$ cat config.mk
export PLATFORM = sky130hd
export DESIGN_NAME = ov9281_init_seq_flat
export DESIGN_NICKNAME = d
export VERILOG_FILES = /design/src/rtl/ov9281_init_seq_if.sv /design/src/rtl/ov9281_init_seq.sv /design/src/flat_wrapper.sv
export SDC_FILE = /design/constraint.sdc
export NUM_CORES = 1
export LEC_CHECK = 0
export CAP_MARGIN = 20
export CORE_MARGIN = 4
export CORE_UTILIZATION = 41
export DETAILED_ROUTE_END_ITERATION = 7
export PLACE_DENSITY = 0.74
export SKIP_CTS_REPAIR_TIMING = 1
export SLEW_MARGIN = 20
export SYNTH_ARGS = -nofsm -noshare
export SYNTH_HDL_FRONTEND = slang
export SYNTH_SLANG_ARGS = --single-unit
$ cat constraint.sdc
create_clock -name i_clk -period 6.4 [get_ports i_clk]
set_clock_uncertainty 0.15 [all_clocks]
set_input_delay 0.96 -clock i_clk [delete_from_list [all_inputs] [get_ports i_clk]]
set_output_delay 0.96 -clock i_clk [all_outputs]
set_load 0.05 [all_outputs]
$ cat src/rtl/ov9281_init_seq_if.sv
// Request/response handshake between the OV9281 init sequencer (master)
// and the ov9281_cfg I2C register-access unit (slave).
interface ov9281_init_seq_if;
    logic        cfg_start;
    logic        cfg_write;
    logic        cfg_read;
    logic [15:0] cfg_addr;
    logic [7:0]  cfg_wdata;
    logic        cfg_busy;
    logic        cfg_valid;
    logic        cfg_error;
    logic [7:0]  cfg_rdata;

    modport master (
        output cfg_start, cfg_write, cfg_read, cfg_addr, cfg_wdata,
        input  cfg_busy, cfg_valid, cfg_error, cfg_rdata
    );

    modport slave (
        input  cfg_start, cfg_write, cfg_read, cfg_addr, cfg_wdata,
        output cfg_busy, cfg_valid, cfg_error, cfg_rdata
    );
endinterface

$ cat src/rtl/ov9281_init_seq.sv
// Power-on register-table walker for the OV9281: one I2C write per entry,
// optional read-back verify with bounded retries, plus delay and end entries.
module ov9281_init_seq #(
    parameter int CLK_FREQ    = 50000000,
    parameter int TABLE_DEPTH = 256,
    parameter int IDX_WIDTH   = 8,
    parameter int MAX_RETRY   = 3,
    parameter bit VERIFY      = 1'b1
) (
    input  logic                 i_clk,
    input  logic                 i_rst,
    input  logic                 i_start,
    output logic                 o_busy,
    output logic                 o_done,
    output logic                 o_error,
    output logic [IDX_WIDTH-1:0] o_err_idx,
    output logic [IDX_WIDTH-1:0] o_tbl_idx,
    input  logic [23:0]          i_tbl_entry,
    ov9281_init_seq_if.master    cfg
);
    localparam int UNIT    = (CLK_FREQ / 1000 > 0) ? CLK_FREQ / 1000 : 1;
    localparam int DLY_W   = $clog2(255 * UNIT + 1);
    localparam int RETRY_W = (MAX_RETRY > 0) ? $clog2(MAX_RETRY + 1) : 1;

    localparam logic [IDX_WIDTH-1:0] LAST_IDX   = IDX_WIDTH'(TABLE_DEPTH - 1);
    localparam logic [RETRY_W-1:0]   RETRY_LIM  = RETRY_W'(MAX_RETRY);
    localparam logic [DLY_W-1:0]     UNIT_CNT   = DLY_W'(UNIT);
    localparam logic [15:0]          ADDR_END   = 16'hFFFE;
    localparam logic [15:0]          ADDR_DELAY = 16'hFFFF;

    typedef enum logic [3:0] {
        IDLE, FETCH, DECODE, ISSUE_W, WAIT_W, ISSUE_R, WAIT_R, DELAY, NEXT, DONE, FAIL
    } state_t;

    state_t               state_q, state_d;
    logic [IDX_WIDTH-1:0] idx_q, idx_d;
    logic [IDX_WIDTH-1:0] err_idx_q, err_idx_d;
    logic [RETRY_W-1:0]   retry_q, retry_d;
    logic [DLY_W-1:0]     dly_q, dly_d;
    logic [15:0]          addr_q, addr_d;
    logic [7:0]           wdata_q, wdata_d;
    logic                 start_q, start_d;
    logic                 write_q, write_d;
    logic                 read_q, read_d;
    logic                 retry_req;

    always_ff @(posedge i_clk or posedge i_rst) begin
        if (i_rst) begin
            state_q   <= IDLE;
            idx_q     <= '0;
            err_idx_q <= '0;
            retry_q   <= '0;
            dly_q     <= '0;
            addr_q    <= '0;
            wdata_q   <= '0;
            start_q   <= 1'b0;
            write_q   <= 1'b0;
            read_q    <= 1'b0;
        end else begin
            state_q   <= state_d;
            idx_q     <= idx_d;
            err_idx_q <= err_idx_d;
            retry_q   <= retry_d;
            dly_q     <= dly_d;
            addr_q    <= addr_d;
            wdata_q   <= wdata_d;
            start_q   <= start_d;
            write_q   <= write_d;
            read_q    <= read_d;
        end
    end

    always_comb begin
        state_d   = state_q;
        idx_d     = idx_q;
        err_idx_d = err_idx_q;
        retry_d   = retry_q;
        dly_d     = dly_q;
        addr_d    = addr_q;
        wdata_d   = wdata_q;
        start_d   = 1'b0;
        write_d   = write_q;
        read_d    = read_q;
        retry_req = 1'b0;

        unique case (state_q)
            IDLE, DONE, FAIL: begin
                if (i_start) begin
                    state_d = FETCH;
                    idx_d   = '0;
                    retry_d = '0;
                end
            end
            FETCH: state_d = DECODE;
            DECODE: begin
                if (i_tbl_entry[23:8] == ADDR_END) begin
                    state_d = DONE;
                end else if (i_tbl_entry[23:8] == ADDR_DELAY) begin
                    if (i_tbl_entry[7:0] == 8'h00) begin
                        state_d = NEXT;
                    end else begin
                        dly_d   = DLY_W'(i_tbl_entry[7:0]) * UNIT_CNT;
                        state_d = DELAY;
                    end
                end else begin
                    addr_d  = i_tbl_entry[23:8];
                    wdata_d = i_tbl_entry[7:0];
                    state_d = ISSUE_W;
                end
            end
            // The request pulse is registered, so it appears the cycle after busy is seen low.
            ISSUE_W: begin
                if (!cfg.cfg_busy) begin
                    start_d = 1'b1;
                    write_d = 1'b1;
                    read_d  = 1'b0;
                    state_d = WAIT_W;
                end
            end
            WAIT_W: begin
                if (cfg.cfg_error) begin
                    retry_req = 1'b1;
                end else if (cfg.cfg_valid) begin
                    write_d = 1'b0;
                    state_d = VERIFY ? ISSUE_R : NEXT;
                end
            end
            ISSUE_R: begin
                if (!cfg.cfg_busy) begin
                    start_d = 1'b1;
                    write_d = 1'b0;
                    read_d  = 1'b1;
                    state_d = WAIT_R;
                end
            end
            WAIT_R: begin
                if (cfg.cfg_error) begin
                    retry_req = 1'b1;
                end else if (cfg.cfg_valid) begin
                    if (cfg.cfg_rdata == wdata_q) begin
                        read_d  = 1'b0;
                        state_d = NEXT;
                    end else begin
                        retry_req = 1'b1;
                    end
                end
            end
            DELAY: begin
                if (dly_q <= DLY_W'(1)) begin
                    dly_d   = '0;
                    state_d = NEXT;
                end else begin
                    dly_d = dly_q - DLY_W'(1);
                end
            end
            NEXT: begin
                retry_d = '0;
                if (idx_q == LAST_IDX) begin
                    state_d = DONE;
                end else begin
                    idx_d   = idx_q + IDX_WIDTH'(1);
                    state_d = FETCH;
                end
            end
            default: state_d = IDLE;
        endcase

        // A failed write, failed read or read-back mismatch all rewrite the same entry.
        if (retry_req) begin
            write_d = 1'b0;
            read_d  = 1'b0;
            if (retry_q < RETRY_LIM) begin
                retry_d = retry_q + RETRY_W'(1);
                state_d = ISSUE_W;
            end else begin
                err_idx_d = idx_q;
                state_d   = FAIL;
            end
        end
    end

    assign o_busy    = (state_q != IDLE) && (state_q != DONE) && (state_q != FAIL);
    assign o_done    = (state_q == DONE);
    assign o_error   = (state_q == FAIL);
    assign o_err_idx = err_idx_q;
    assign o_tbl_idx = idx_q;

    assign cfg.cfg_start = start_q;
    assign cfg.cfg_write = write_q;
    assign cfg.cfg_read  = read_q;
    assign cfg.cfg_addr  = addr_q;
    assign cfg.cfg_wdata = wdata_q;
endmodule

$ cat src/flat_wrapper.sv
// flat-port wrapper written by rule: the top's interface ports become plain ports
module ov9281_init_seq_flat 
#(
    parameter int CLK_FREQ    = 50000000,
    parameter int TABLE_DEPTH = 256,
    parameter int IDX_WIDTH   = 8,
    parameter int MAX_RETRY   = 3,
    parameter bit VERIFY      = 1'b1
)
  (i_clk, i_rst, i_start, o_busy, o_done, o_error, o_err_idx, o_tbl_idx, i_tbl_entry, cfg_cfg_start, cfg_cfg_write, cfg_cfg_read, cfg_cfg_addr, cfg_cfg_wdata, cfg_cfg_busy, cfg_cfg_valid, cfg_cfg_error, cfg_cfg_rdata);
  ov9281_init_seq_if cfg_i ();
  input  logic i_clk;
  input  logic i_rst;
  input  logic i_start;
  output logic o_busy;
  output logic o_done;
  output logic o_error;
  output logic [IDX_WIDTH-1:0] o_err_idx;
  output logic [IDX_WIDTH-1:0] o_tbl_idx;
  input  logic [23:0] i_tbl_entry;
  output wire logic [$bits(cfg_i.cfg_start)-1:0] cfg_cfg_start;
  output wire logic [$bits(cfg_i.cfg_write)-1:0] cfg_cfg_write;
  output wire logic [$bits(cfg_i.cfg_read)-1:0] cfg_cfg_read;
  output wire logic [$bits(cfg_i.cfg_addr)-1:0] cfg_cfg_addr;
  output wire logic [$bits(cfg_i.cfg_wdata)-1:0] cfg_cfg_wdata;
  input wire logic [$bits(cfg_i.cfg_busy)-1:0] cfg_cfg_busy;
  input wire logic [$bits(cfg_i.cfg_valid)-1:0] cfg_cfg_valid;
  input wire logic [$bits(cfg_i.cfg_error)-1:0] cfg_cfg_error;
  input wire logic [$bits(cfg_i.cfg_rdata)-1:0] cfg_cfg_rdata;
  assign cfg_cfg_start = cfg_i.cfg_start;
  assign cfg_cfg_write = cfg_i.cfg_write;
  assign cfg_cfg_read = cfg_i.cfg_read;
  assign cfg_cfg_addr = cfg_i.cfg_addr;
  assign cfg_cfg_wdata = cfg_i.cfg_wdata;
  assign cfg_i.cfg_busy = cfg_cfg_busy;
  assign cfg_i.cfg_valid = cfg_cfg_valid;
  assign cfg_i.cfg_error = cfg_cfg_error;
  assign cfg_i.cfg_rdata = cfg_cfg_rdata;
  ov9281_init_seq #(.CLK_FREQ(CLK_FREQ), .TABLE_DEPTH(TABLE_DEPTH), .IDX_WIDTH(IDX_WIDTH), .MAX_RETRY(MAX_RETRY), .VERIFY(VERIFY)) u_core (.i_clk(i_clk), .i_rst(i_rst), .i_start(i_start), .o_busy(o_busy), .o_done(o_done), .o_error(o_error), .o_err_idx(o_err_idx), .o_tbl_idx(o_tbl_idx), .i_tbl_entry(i_tbl_entry), .cfg(cfg_i));
endmodule
* After elaboration in Yosys (flattened, before gate mapping)
Cells that the tools add are included.
Storage, ports and cells: bits in registers 73, bits of input ports 38, output and inout bits 46, logic and storage cells 113
Operators by class: add/sub/neg operators 3, multipliers 1, magnitude comparators 2, eq/ne operators 30, mux-type cells 46, bitwise operators 3, reduce and logical (&&, ||, !) cells 18
Operators with widths (count):
- $mux W24 | 4
- $mux W4 | 15
- $pmux W24 S2 | 1
- $pmux W4 S9 | 1
- $eq A16 B16 Y1 const B | 2
- $le A24 B1 Y1 const B | 1
- $sub A24 B1 Y24 const B | 1
- $ne A3 B2 Y1 const B | 7
- $mul A8 B12 Y20 const B | 1
- $eq A4 B3 Y1 const B | 4
- $mux W8 | 2
- $pmux W8 S2 | 1
- $mux W1 | 15
- $eq A4 B4 Y1 const B | 3
- $reduce_bool A4 Y1 | 3
- $reduce_and A9 Y1 | 1
- $add A8 B1 Y8 const B | 1
- $eq A4 B2 Y1 const B | 2
- $eq A8 B8 Y1 | 1
- $eq A8 B8 Y1 const B | 1
- $logic_not A8 Y1 | 1
- $ne A2 B2 Y1 const B | 4
- $ne A4 B4 Y1 const B | 2
- $mux W2 | 3
- 19 further kinds | 26

* Logic depth before layout (Yosys ltp)
word-level depth 7, gate-level depth with buffers 14, depth with buffers taken out 13

* Worst setup path after synthesis
No wires, ideal clock.
path type input -> register, from in i_tbl_entry[3], to reg u_core.dly_q[22], arrival time 4.022 ns, path slack 2.108 ns, stages 11, buffers on the path 0, path through ha_1 -> fa_1 -> fa_1 -> ha_1 -> ha_1 -> and2_1 -> a221oi_1 -> a21oi_1 -> o21ai_0 -> mux2i_1 -> a31o_2
On the way: cells in the longest elaborated chain, start to end 5
RTL lines:
- start, declared | RTL line flat_wrapper.sv:20 | input logic [23:0] i_tbl_entry;
- $mul A8 B12 Y20 | RTL line ov9281_init_seq.sv:102 | dly_d = DLY_W'(i_tbl_entry[7:0]) * UNIT_CNT;
- $mux W24 | RTL line ov9281_init_seq.sv:99 | if (i_tbl_entry[7:0] == 8'h00) begin
- $mux W24 | RTL line ov9281_init_seq.sv:98 | end else if (i_tbl_entry[23:8] == ADDR_DELAY) begin
- $mux W24 | RTL line ov9281_init_seq.sv:96 | if (i_tbl_entry[23:8] == ADDR_END) begin
- $pmux W24 S2 | RTL line ov9281_init_seq.sv:86 | unique case (state_q)
- end signal, assigned | RTL line ov9281_init_seq.sv:64 | dly_q <= dly_d;
- end, declared | RTL line ov9281_init_seq.sv:39 | logic [DLY_W-1:0] dly_q, dly_d;
Several ways; a longest one is shown, not always the timed one. The select of a mux whose other input is x is not followed. A chain may end at the register's enable or synchronous reset.

* Worst setup path after layout
from in i_tbl_entry[6], to reg u_core.dly_q[19]
The elaborated chain is that of the path after synthesis.

==> results by group <==
Pwr
  – P_sw: around 1400 µW
  – Max VDD drop: 0.407 mV
  – Cell Int Power: 1550 µW
  – Cell area power density: 430 nW/µm²
  – Switching Fraction: a little under half
  – Comb pwr share: 55.3%
  – Clock Power Share: 16.7%
  – Leakage: 0.00302 µW
  – Seq pwr share: 28.0%

Timing
  – Rel. slew slack: 37.2%
  – Pins Over Slew Limit: 0
  – Tightest Pin Transition: about 0.94 ns
  – RSZ-0062 raised after global routing: false
  – Fmax: 207 MHz
  – Final min period: 4.84 ns
  – Final hold vios: 0
  – Final setup vio count: 0
  – Fin crit share: 75.6%
  – Setup TNS: 0 ns

Routing
  – Wire per inst: 17.0 µm
  – Drt initial violations: 306
  – Drt total wl: 14300 µm
  – Final antenna-violating net count: 0
  – DRC: 0
  – Vias: 4808
  – DR pass1 iterations: 5
  – Vias/cell: 5.72

Synth
  – Synth Register Bits: 73
  – Mean Syn Cell Area: between 9 and 10 µm²
  – Mapped cell area: 5610 µm²
  – Top FF cell, synth: dfrtp_1
  – Synth cell types: between 70 and 80
  – Synth Net Count: around 690
  – Syn Inst Count: 580
  – Synth async-reset ratio: 100%
  – Fraction of the yosys area taken by sequential cells: 32.6%
  – Yosys warnings: 0
  – Post-synth EDFFs: 0

Min path
  – Hold Path Class: reg2reg
  – Min-Delay Endpoint: u_core.cfg.cfg_write$_DFFE_PP0P_
  – Min-Delay Startpoint: u_core.cfg.cfg_write$_DFFE_PP0P_
  – Hold depth: 1

Floorplanning
  – Core area: 13300 µm²
  – Height of the die: about 120 µm
  – Die ar.: 15600 µm²
  – Die X: 125 µm
  – Starting density of the core: about 42%
  – Num rows: 42
  – I/O pin cnt: 84

Final layout
  – Layout area overhead: 22.5%
  – ANT cells: 0
  – Commonest non-fill, non-tap cell in the layout: clkdlybuf4s50_1
  – Layout fillers: 1230
  – Highest-count cells in the layout ignoring fill and taps: clkdlybuf4s50_1, dfrtp_1, ha_1
  – Post-layout util: 51.5%
  – Layout Nets: 770
  – Share of layout cells above drive strength 1: between 10% and 20%

Flow run
  – MaxCap Viol Count: 0

Placed design
  – Final GP Congestion: 0.902
  – Final HPWL DP: 10800 µm
  – Port bufs: 83

GRT
  – Initial antenna violation count: 0
  – Gr ovfl total: 0
  – Aggregate global-route resource usage: 18.6%
  – Largest net degree at the start of global routing: 74
  – Vias in the first global route: 4995
  – Wire length of the first global-routing pass: 24300 µm

CTS
  – Clock-pin slew on the worst setup and hold paths: 0.07 ns
  – TritonCTS buffer count: 9
  – Root Buffer: clkbuf_16
  – Clock latency on the worst-skew pair: between 0.3 and 0.4 ns
  – Maximum buffer depth of the clock tree: 2
  – TritonCTS clock tree: yes
  – TritonCTS Sinks: 73
  – Level count of the clock H-tree: 3

Status
  – Outcome: finished, final reports clean

Setup path
  – Crit path launch type: input port
  – Sequence of cells on the critical path: clkdlybuf4s50_1, inv_1, ha_1, ha_1, fa_1, fa_1, ha_1, a21o_1, a31oi_1, o21ai_0, a31oi_1, xor2_1, o221ai_1
  – Endpoint type of the worst setup path: flip-flop
  – Worst path slowest cell: clkdlybuf4s50_1
  – Crit Path Class: in2reg
  – Reg-to-reg critical path endpoint: u_core.state_q[3]$_DFFE_PP0P_
  – R2R depth: 6
  – CP max FO: 6
  – Slowest stage delay, CP: 0.64 ns
  – R2r startpoint: u_core.dly_q[17]$_DFFE_PP0P_
  – Most frequent CP cell: ha_1
  – Critical path arrival: 4.90 ns
  – Critical Path RT: 6.46 ns
  – R2R Setup Slk: between 3 and 4 ns
## kinds of logic after synthesis
kind of cell    after synthesis  share of synthesized area, %
flops                        73                          32.6
mux                          40                          7.85
buf+inv                      43                          3.50
fa+ha+maj                    73                          17.9
simple gates                185                          17.7
xor+xnor                     26                          4.06
compound gates              140                          16.5
## critical path, delay by kind of cell
kind | cells | cell delay, ns
buffers and inverters | 2 | 0.75
XOR/XNOR | 1 | 0.17
AO/OA/AOI/OAI | 5 | 1.07
adder cells (fa/ha/maj) | 5 | 1.94
## sequential cells by signal, summed over array words and instances (netlist names)
name and cells:
u_core.cfg.cfg_addr 16, u_core.cfg.cfg_read 1, u_core.cfg.cfg_start 1, u_core.cfg.cfg_wdata 8, u_core.cfg.cfg_write 1, u_core.dly_q 24, u_core.o_err_idx 8, u_core.o_tbl_idx 8
u_core.retry_q 2, u_core.state_q 4
## how the worst max path moves through the flow
stage	start	to	slack (ns)	cells after the start
after floorplan	i_tbl_entry[3]	u_core.dly_q[22]$_DFFE_PP0P_	2.11	11
after global placement	i_tbl_entry[6]	u_core.dly_q[19]$_DFFE_PP0P_	1.34	13
after detailed placement	i_tbl_entry[6]	u_core.dly_q[19]$_DFFE_PP0P_	1.25	13
after CTS	i_tbl_entry[6]	u_core.dly_q[19]$_DFFE_PP0P_	1.59	13
after global routing	i_tbl_entry[6]	u_core.dly_q[19]$_DFFE_PP0P_	1.33	13
final	i_tbl_entry[6]	u_core.dly_q[19]$_DFFE_PP0P_	1.56	13
## cell type report
| class | count | area, µm² | area share [%] |
|---|---|---|---|
| Clock buffer | 9 | 225 | 3.28 |
| Inverter | 25 | 93.8 | 1.36 |
| Tap cell | 176 | 220 | 3.20 |
| Timing Repair Buffer | 86 | 861 | 12.5 |
| Multi-Input combinational cell | 464 | 3590 | 52.2 |
| Sequential cell | 73 | 1830 | 26.6 |
| Clock inverter | 7 | 61.3 | 0.892 |
## synthesized netlist by cell type, drive strengths merged, types with 2 or more instances
library cell	count	share of area (%)
nand4	11	1.2
nand2	49	3.3
and3	5	0.56
a21oi	31	2.8
xor2	19	3.0
o221ai	4	0.62
a32oi	3	0.47
o211ai	6	0.80
nand2b	8	0.89
xnor2	7	1.1
dfrtp	73	33
o21a	2	0.27
mux2	32	6.4
nor3	20	1.9
a31o	4	0.62
a22oi	2	0.27
a21o	11	1.5
ha	61	14
a211oi	3	0.49
mux2i	8	1.4
clkbuf	5	0.33
nor4	15	2.4
or3	5	0.56
buf	13	1.5
nor2	33	2.3
and2	5	0.56
inv	25	1.7
fa	12	4.3
nor2b	5	0.60
o22ai	2	0.22
nand3	14	1.5
a31oi	8	0.89
or2	7	0.78
or4	2	0.27
o21ai	46	4.3
## power by group through the flow
stage / clock [µW] / combinational [µW] / sequential, µW
after floorplan: 0 / 933 / 1060
after global placement: 0 / 1590 / 822
after detailed placement: 0 / 1630 / 833
after CTS: 503 / 1640 / 827
after global routing: 524 / 1780 / 857
final: 494 / 1640 / 828
## per-stage QoR
step	instances	power, µW	area, µm²	setup slack [ns]	hold slack [ns]
floorplan	580	2000	5610	2.11	0.305
global placement	823	2410	6580	1.34	0.319
detailed placement	824	2460	6590	1.25	0.333
CTS	840	2970	6880	1.59	0.348
global route	840	3160	6880	1.33	0.369
finish	840	2960	6880	1.56	0.344
## layer usage
| metal | global-route usage [%] | vias to the layer above | part of all wire, % |
|---|---|---|---|
| met5 | 0 | - | 0 |
| met4 | 7.78 | 0 | 2.7 |
| met3 | 4.35 | 32 | 5.6 |
| met2 | 31.1 | 145 | 49 |
| met1 | 23.0 | 2339 | 43 |
| li1 | - | 2292 | - |
No activity file was read; power rests on OpenSTA's default activity.
